===== src/rtl/interp_pkg.sv =====
// Shared constants and state encoding for the interpolator sequencing controller.
package interp_pkg;
  localparam int L     = 8;    // interpolation factor
  localparam int DW    = 32;   // input sample width
  localparam int FRAC  = 16;   // zero fraction bits appended on fir_data
  localparam int FRAME = 256;  // fir_en strobes per measurement window
  localparam int CW    = 9;    // crossing counter width

  // Phase counter must stay at least one bit wide even when L == 1.
  localparam int PW  = (L > 1) ? $clog2(L) : 1;
  localparam int FCW = $clog2(FRAME);

  localparam logic [PW-1:0] PH_LAST = PW'(L - 1);

  typedef enum logic [1:0] {IDLE, PUSH, STUFF} state_e;
endpackage


===== src/rtl/zc_frame_counter.sv =====
// Frames fir_en strobes into FRAME-long windows and reports the saturating
// zero-crossing count of each completed window.
module zc_frame_counter
  import interp_pkg::*;
(
  input  logic          clk,
  input  logic          reset,
  input  logic          fir_en,
  input  logic          zc_flag,
  output logic          frame_done,
  output logic [CW-1:0] zc_count
);
  logic [FCW-1:0] fcnt_q, fcnt_d;
  logic [CW-1:0]  acc_q, acc_d, acc_inc;
  logic [CW-1:0]  zc_q, zc_d;
  logic           done_q, done_d;

  // Next-state: the closing strobe latches the count including its own zc_flag.
  always_comb begin
    acc_inc = (zc_flag && (acc_q != '1)) ? acc_q + CW'(1) : acc_q;
    fcnt_d  = fcnt_q;
    acc_d   = acc_inc;
    zc_d    = zc_q;
    done_d  = 1'b0;
    if (fir_en) begin
      if (fcnt_q == FCW'(FRAME - 1)) begin
        fcnt_d = '0;
        zc_d   = acc_inc;
        acc_d  = '0;
        done_d = 1'b1;
      end else begin
        fcnt_d = fcnt_q + FCW'(1);
      end
    end
  end

  // Frame state registers.
  always_ff @(posedge clk) begin
    if (reset) begin
      fcnt_q <= '0;
      acc_q  <= '0;
      zc_q   <= '0;
      done_q <= 1'b0;
    end else begin
      fcnt_q <= fcnt_d;
      acc_q  <= acc_d;
      zc_q   <= zc_d;
      done_q <= done_d;
    end
  end

  assign frame_done = done_q;
  assign zc_count   = zc_q;
endmodule


===== src/rtl/interp_sched.sv =====
// Zero-stuffing sequencer feeding firQ at L times the input rate, plus
// per-window zero-crossing reporting.
module interp_sched
  import interp_pkg::*;
(
  input  logic               clk,
  input  logic               reset,
  input  logic               enable,
  input  logic               in_valid,
  input  logic [DW-1:0]      in_data,
  output logic               in_ready,
  output logic               fir_en,
  output logic [DW+FRAC-1:0] fir_data,
  input  logic               zc_flag,
  output logic               frame_done,
  output logic [CW-1:0]      zc_count
);
  state_e             state_q, state_d;
  logic [PW-1:0]      phase_q, phase_d;
  logic [DW-1:0]      sample_q, sample_d;
  logic [DW+FRAC-1:0] hold_q;
  logic               last_ph, accept;

  // Handshake, burst sequencing and filter-side outputs.
  always_comb begin
    last_ph  = (phase_q == PH_LAST);
    in_ready = !reset && enable &&
               ((state_q == IDLE) || ((state_q == STUFF) && last_ph) ||
                ((L == 1) && (state_q == PUSH)));
    accept   = in_valid && in_ready;
    state_d  = state_q;
    phase_d  = phase_q;
    sample_d = accept ? in_data : sample_q;
    case (state_q)
      IDLE: begin
        if (accept) begin
          state_d = PUSH;
          phase_d = '0;
        end
      end
      PUSH: begin
        if (L == 1) begin
          state_d = accept ? PUSH : IDLE;
        end else begin
          state_d = STUFF;
          phase_d = PW'(1);
        end
      end
      STUFF: begin
        if (last_ph) begin
          state_d = accept ? PUSH : IDLE;
          phase_d = '0;
        end else begin
          phase_d = phase_q + PW'(1);
        end
      end
      default: state_d = IDLE;
    endcase
    // Outputs are forced quiet while reset is held; fir_data keeps its
    // last strobed value between bursts.
    fir_en   = !reset && (state_q != IDLE);
    fir_data = hold_q;
    if (reset)                 fir_data = '0;
    else if (state_q == PUSH)  fir_data = {sample_q, {FRAC{1'b0}}};
    else if (state_q == STUFF) fir_data = '0;
  end

  // FSM, sample and fir_data hold registers.
  always_ff @(posedge clk) begin
    if (reset) begin
      state_q  <= IDLE;
      phase_q  <= '0;
      sample_q <= '0;
      hold_q   <= '0;
    end else begin
      state_q  <= state_d;
      phase_q  <= phase_d;
      sample_q <= sample_d;
      if (fir_en) hold_q <= fir_data;
    end
  end

  zc_frame_counter u_frame (
    .clk        (clk),
    .reset      (reset),
    .fir_en     (fir_en),
    .zc_flag    (zc_flag),
    .frame_done (frame_done),
    .zc_count   (zc_count)
  );
endmodule

===== config.mk =====
export PLATFORM = sky130hd
export DESIGN_NAME = interp_sched
export DESIGN_NICKNAME = d
export VERILOG_FILES = /design/src/rtl/interp_pkg.sv /design/src/rtl/zc_frame_counter.sv /design/src/rtl/interp_sched.sv
export SDC_FILE = /design/constraint.sdc
export NUM_CORES = 1
export LEC_CHECK = 0
export ABC_AREA = 1
export ABC_CLOCK_PERIOD_IN_PS = 3100
export CAP_MARGIN = 20
export CELL_PAD_IN_SITES_DETAIL_PLACEMENT = 0
export CELL_PAD_IN_SITES_GLOBAL_PLACEMENT = 1
export CORE_ASPECT_RATIO = 0.6
export CORE_UTILIZATION = 30
export CTS_BUF_LIST = sky130_fd_sc_hd__clkbuf_4
export CTS_CLUSTER_DIAMETER = 30
export CTS_CLUSTER_SIZE = 12
export DETAILED_ROUTE_END_ITERATION = 10
export GPL_ROUTABILITY_DRIVEN = 0
export PLACE_DENSITY_LB_ADDON = 0.1
export SKIP_LAST_GASP = 1
export SYNTH_ARGS = -nofsm -noshare
export SYNTH_HDL_FRONTEND = slang
export SYNTH_HIERARCHICAL = 1
export SYNTH_SLANG_ARGS = --single-unit

===== constraint.sdc =====
create_clock -name clk -period 3.1 [get_ports clk]
set_clock_uncertainty 0.2 [all_clocks]
set_input_delay 0.93 -clock clk [delete_from_list [all_inputs] [get_ports clk]]
set_output_delay 0.93 -clock clk [all_outputs]
set_load 0.005 [all_outputs]

# Word-level counts from Yosys, hierarchy flattened
# Cells that the tools add are included.
[op_classes]
addsub = 3
n_eq_ne = 7
n_mux = 15
n_bitwise = 1
n_reduce_logical = 15
[ops]
columns = ["cell", "count"]
rows = [
  ["48-bit 2-to-1 mux", 3],
  ["9-bit 2-to-1 mux", 3],
  ["9-bit by 1-bit adder with 9-bit output, second input constant", 1],
  ["9-bit != test, second input constant", 1],
  ["3-bit one-hot mux with 3 select lines", 1],
  ["8-bit by 1-bit adder with 8-bit output, second input constant", 1],
  ["8-bit == test, second input constant", 1],
  ["8-bit 2-to-1 mux", 1],
  ["1-bit logical AND", 6],
  ["3-bit 2-to-1 mux", 2],
  ["2-bit one-hot mux with 3 select lines", 1],
  ["2-bit AND reduction", 3],
  ["2-bit 2-to-1 mux", 2],
  ["2-bit != test, second input constant", 2],
  ["3-bit by 1-bit adder with 3-bit output, second input constant", 1],
  ["3-bit == test, second input constant", 1],
  ["3-bit nonzero test", 1],
  ["2-bit by 1-bit == test with 1-bit output, second input constant", 1],
  ["2-bit == test, second input constant", 1],
  ["2-bit zero test", 1],
  ["1-bit 2-to-1 mux", 2],
  ["2-bit nonzero test", 1],
  ["2-bit OR reduction", 1],
  ["1-bit zero test", 1],
  ["2 further kinds", 2],
]
[word_totals]
reg_bits = 112
inputBits = 37
out_inout_bits = 60
elab_cells = 49

# Depth between registers and ports, before layout
[logic_depth]
depth_word = 8
depth_mapped = 14
depth_no_buf = 14

# Cells and area by module
# The synthesis kept the hierarchy.
[by_module_without_submodules]
columns = ["mod", "instances", "cells_per_inst", "area_per_inst_um2"]
rows = [
  ["interp_sched", 1, 487, 3683.5],
  ["zc_frame_counter", 1, 156, 1162.4],
]

# Worst setup path after synthesis
# Ideal clock, no wire load.
[synth_path]
kind = "input-to-output"
from = "input port reset"
to = "output port fir_data[0]"
arrival_time_ns = 1.728
slack_ns = 0.242
path_stages = 5
path_buffers = 2
path_cell_list = "buf_2 > nor2_1 > nand2_1 > buf_2 > nor2_1"
[synth_between]
elab_chain_cells = 1
[synth_rtl]
columns = ["item", "line", "source"]
rows = [
  ["start, declared", "interp_sched.sv:7", "input logic reset,"],
  ["48-bit 2-to-1 mux", "interp_sched.sv:63", "if (reset) fir_data = '0;"],
  ["end, declared", "interp_sched.sv:13", "output logic [DW+FRAC-1:0] fir_data,"],
]
# No other way between the ends.

# Worst setup path after layout
[layout_path]
from = "register state_q[0]"
to = "output port fir_data[22]"
[layout_between]
elab_chain_cells = 4
word_cells_on_any_way = 5
cone_classes = "2 x eq/ne; 3 x mux"
[layout_rtl]
columns = ["item", "line", "source"]
rows = [
  ["start, declared", "interp_sched.sv:18", "state_e state_q, state_d;"],
  ["start signal, assigned", "interp_sched.sv:76", "state_q <= state_d;"],
  ["2-bit == test", "interp_sched.sv:65", "else if (state_q == STUFF) fir_data = '0;"],
  ["48-bit 2-to-1 mux", "interp_sched.sv:65", ""],
  ["48-bit 2-to-1 mux *", "interp_sched.sv:64", "else if (state_q == PUSH) fir_data = {sample_q, {FRAC{1'b0}}};"],
  ["48-bit 2-to-1 mux *", "interp_sched.sv:63", ""],
]
# Mark *: on every way between the ends. The rest lies on a longest branch, timed or not.

==> metrics.cfg <==
[sta]
max_freq_mhz=328
worst_pin_slew_ns=0.650
final-hold-violation-count=0
setup_viol=0
fin_crit_ns=3.05
worst_hold_slack_ns=0.259
slew_headroom_pct=56.6
slew_viol_final=0
fin_ws_ns=0.0480
fin_crit_sh_pct=98.5
grt_setup_unrepaired=true

[min_path]
worst_hold_path_type=reg -> reg

[yosys]
ys.flop_type=dfxtp_1
yosysWarnings=6
syn_area_per_cell_um2=7.54
synth_top_area_cell=dfxtp_1
synthArstFlopShare_pct=0
synth_cell_types=34
yosys-top-cells-count=nand2_1, dfxtp_1, a21oi_1
syn_area_um2=4850
ys_top_cells_by_area=dfxtp_1, nand2_1, a21oi_1, inv_1, a211oi_1
yosysSeqAreaShare_pct=46.3
synth_cells=643
synth_edf_count=0
synthMostInstantiatedCell=nand2_1
ys_seq_elements=112
syn_nets=690
synth_top_area_share_pct=46.3

[placement]
hpwl_mm=9.57
dp_cells=954
dp_slack_ns=-0.344
placed_cell_area_um2=6320
portBuffers=96

[final_layout]
final_util_pct=45.7
fin_area_um2=7110
area_delta_synth_final_pct=46.7
num-fill-cells=1529
drive_gt1_share_pct=29.5
insertedDiodeCount=0
fin_nets=864
fin_cells=1023

[clocking]
clkLatencyLatePin_ns=0.45
tritoncts=yes
cts_htree_levels=3
cts-buffers-inserted=9
cts_sinks=112
cts_hold_buf=0
root_buffer=clkbuf_4
cts_buffer_depth=2
clk_pin_slew_ns=0.16

[setup_path]
critPathBufInv=5
rr_startpoint=state_q[0]$_SDFFE_PP0P_
start_kind=flop
critPathArrivalTime_ns=1.92
critPathKind=reg -> out
r2r-end=hold_q[36]$_SDFFE_PP0P_
worstPathRequired_ns=1.97
crit_slowest_cell=dfxtp_4
rr_worst_depth=16
cp_max_fo=7
cp_cell_sequence=buf_6, ha_4, buf_12, buf_12, buf_4, a211oi_4, buf_2
endpoint=fir_data[22]
cp.depth=7
r2r_slack_ns=0.48
end_kind=primary output
critPathMostFrequentCell=buf_12
cpPeakStageDelay_ns=0.38
cp_top_family=buffers and inverters
critPathLaunch=state_q[0]$_SDFFE_PP0P_

[floorplanning]
dieWidth_um=166
rows=35
coreArea_um2=15500
start_util_pct=31.2
fp.dieH_um=100
io_pins=97
die_area_um2=16700

[route]
drt_iter0_drc=248
drc=5
wl_per_cell_um=14.8
num_vias=4695
routed_wl_mm=15.2
drt-pass1-iter-count=7
viasPerCell=4.59
postRouteAntennaNets=0

[flow_run]
drv_cap=0

[status]
violations=design-rule violations
status=finished, violations left

[power]
seqPwrFrac_pct=35.7
internal_power_uw=2860
power.density_nw_per_um2=653
combPwrFrac_pct=50.4
p_switching_uw=1780
clock_power_share_pct=13.9
power.leakage_uw=0.00299
irDropWorstVdd_mv=0.296
swShare_pct=38.3

[global_route]
grt_pass1_vias=4598
overflow=0
antenna_found_initial=0
track_usage_pct=18.4
grt_max_degree=67
grt_pass1_wl_mm=24.0

## kinds of logic after synthesis
logic type / count (synthesis) / synth area share, %
buffers and inverters: 119 / 10.9
DFF: 112 / 46.3
xor gates and xnor gates: 2 / 0.362
adders and majority gates: 10 / 2.58
and+or+nand+nor: 251 / 22.6
AOI/OAI and AO/OA: 149 / 17.2
## worst min path at each step
stage                            startpoint                 endpoint  depth (start not counted)
floorplan            hold_q[0]$_SDFFE_PP0P_   hold_q[0]$_SDFFE_PP0P_                          2
global placement     hold_q[6]$_SDFFE_PP0P_   hold_q[6]$_SDFFE_PP0P_                          2
detailed placement   hold_q[0]$_SDFFE_PP0P_   hold_q[0]$_SDFFE_PP0P_                          2
CTS                  hold_q[0]$_SDFFE_PP0P_   hold_q[0]$_SDFFE_PP0P_                          2
global route         hold_q[0]$_SDFFE_PP0P_   hold_q[0]$_SDFFE_PP0P_                          2
finish              hold_q[15]$_SDFFE_PP0P_  hold_q[15]$_SDFFE_PP0P_                          2
## final cells by class
| class | count | area [µm²] | area share (%) |
|---|---|---|---|
| repair buffers | 204 | 1740 | 24.5 |
| flip-flops and latches | 112 | 2250 | 31.6 |
| inverters | 78 | 300 | 4.23 |
| multi-input cells | 412 | 2460 | 34.6 |
| clock inverters | 4 | 32.5 | 0.458 |
| clock buffers | 10 | 75.1 | 1.06 |
| well taps | 203 | 254 | 3.57 |
## placed cells by master (no fill, tap or decap), types with 4 or more instances in the layout
| cell | count |
|---|---|
| nand2_1 | 124 |
| dfxtp_1 | 110 |
| buf_4 | 91 |
| inv_1 | 71 |
| a21oi_1 | 67 |
| clkdlybuf4s50_1 | 45 |
| nand3_1 | 43 |
| nor2_1 | 38 |
| o21ai_0 | 31 |
| clkbuf_2 | 26 |
| buf_2 | 21 |
| a211oi_4 | 20 |
| nor3_1 | 19 |
| buf_12 | 12 |
| a21oi_2 | 10 |
| a211oi_2 | 10 |
| clkbuf_4 | 10 |
| o21ai_1 | 7 |
| ha_1 | 7 |
| nand2_2 | 6 |
| nor2_2 | 5 |
| inv_2 | 4 |
| buf_6 | 4 |
## per-layer routing
layer	part of all wire, %	wire (µm)	vias to the layer above	track usage [%]
li1	-	-	2430	-
met1	54	8260	2179	26.7
met2	41	6190	81	28.2
met3	4.3	653	5	3.86
met4	0.48	73	0	3.45
met5	0	0	-	0
## flip-flops by register name (all words and copies together), names as in the netlist
name                flops
u_frame/fcnt_q          8
u_frame/frame_done      1
sample_q               32
state_q                 2
phase_q                 3
hold_q                 48
u_frame/acc_q           9
u_frame/zc_count        9
## stage by stage
step,power (µW),setup TNS [ns]
floorplan,2510,0
global placement,3300,-11.24
detailed placement,3310,-10.77
CTS,4440,-1.25
global route,4940,-0.209
finish,4640,0
## power groups by stage
stage	sequential [µW]	combinational (µW)	clock, µW
floorplan	1670	842	0
global placement	1680	1620	0
detailed placement	1680	1630	0
CTS	1650	2100	683
global route	1670	2530	741
finish	1660	2340	645
## worst register-to-register path, cell delays in order, from the launching register on
cell,delay (ns)
dfxtp_4,0.38
buf_6,0.12
ha_4,0.18
buf_4,0.17
buf_12,0.14
a21oi_1,0.21
a211oi_4,0.07
buf_4,0.14
buf_4,0.12
buf_4,0.12
buf_4,0.12
buf_4,0.12
buf_4,0.12
buf_4,0.12
buf_4,0.12
nand2_1,0.04
nand2_1,0.04
## what timing repair did
action	4_1_cts	5_1_grt
pin swaps	18	20
setup endpoints to repair	50	47
cloned	3	2
gates resized for setup	174	84
setup buffers	41	14
(Power assumes the default switching activity.)
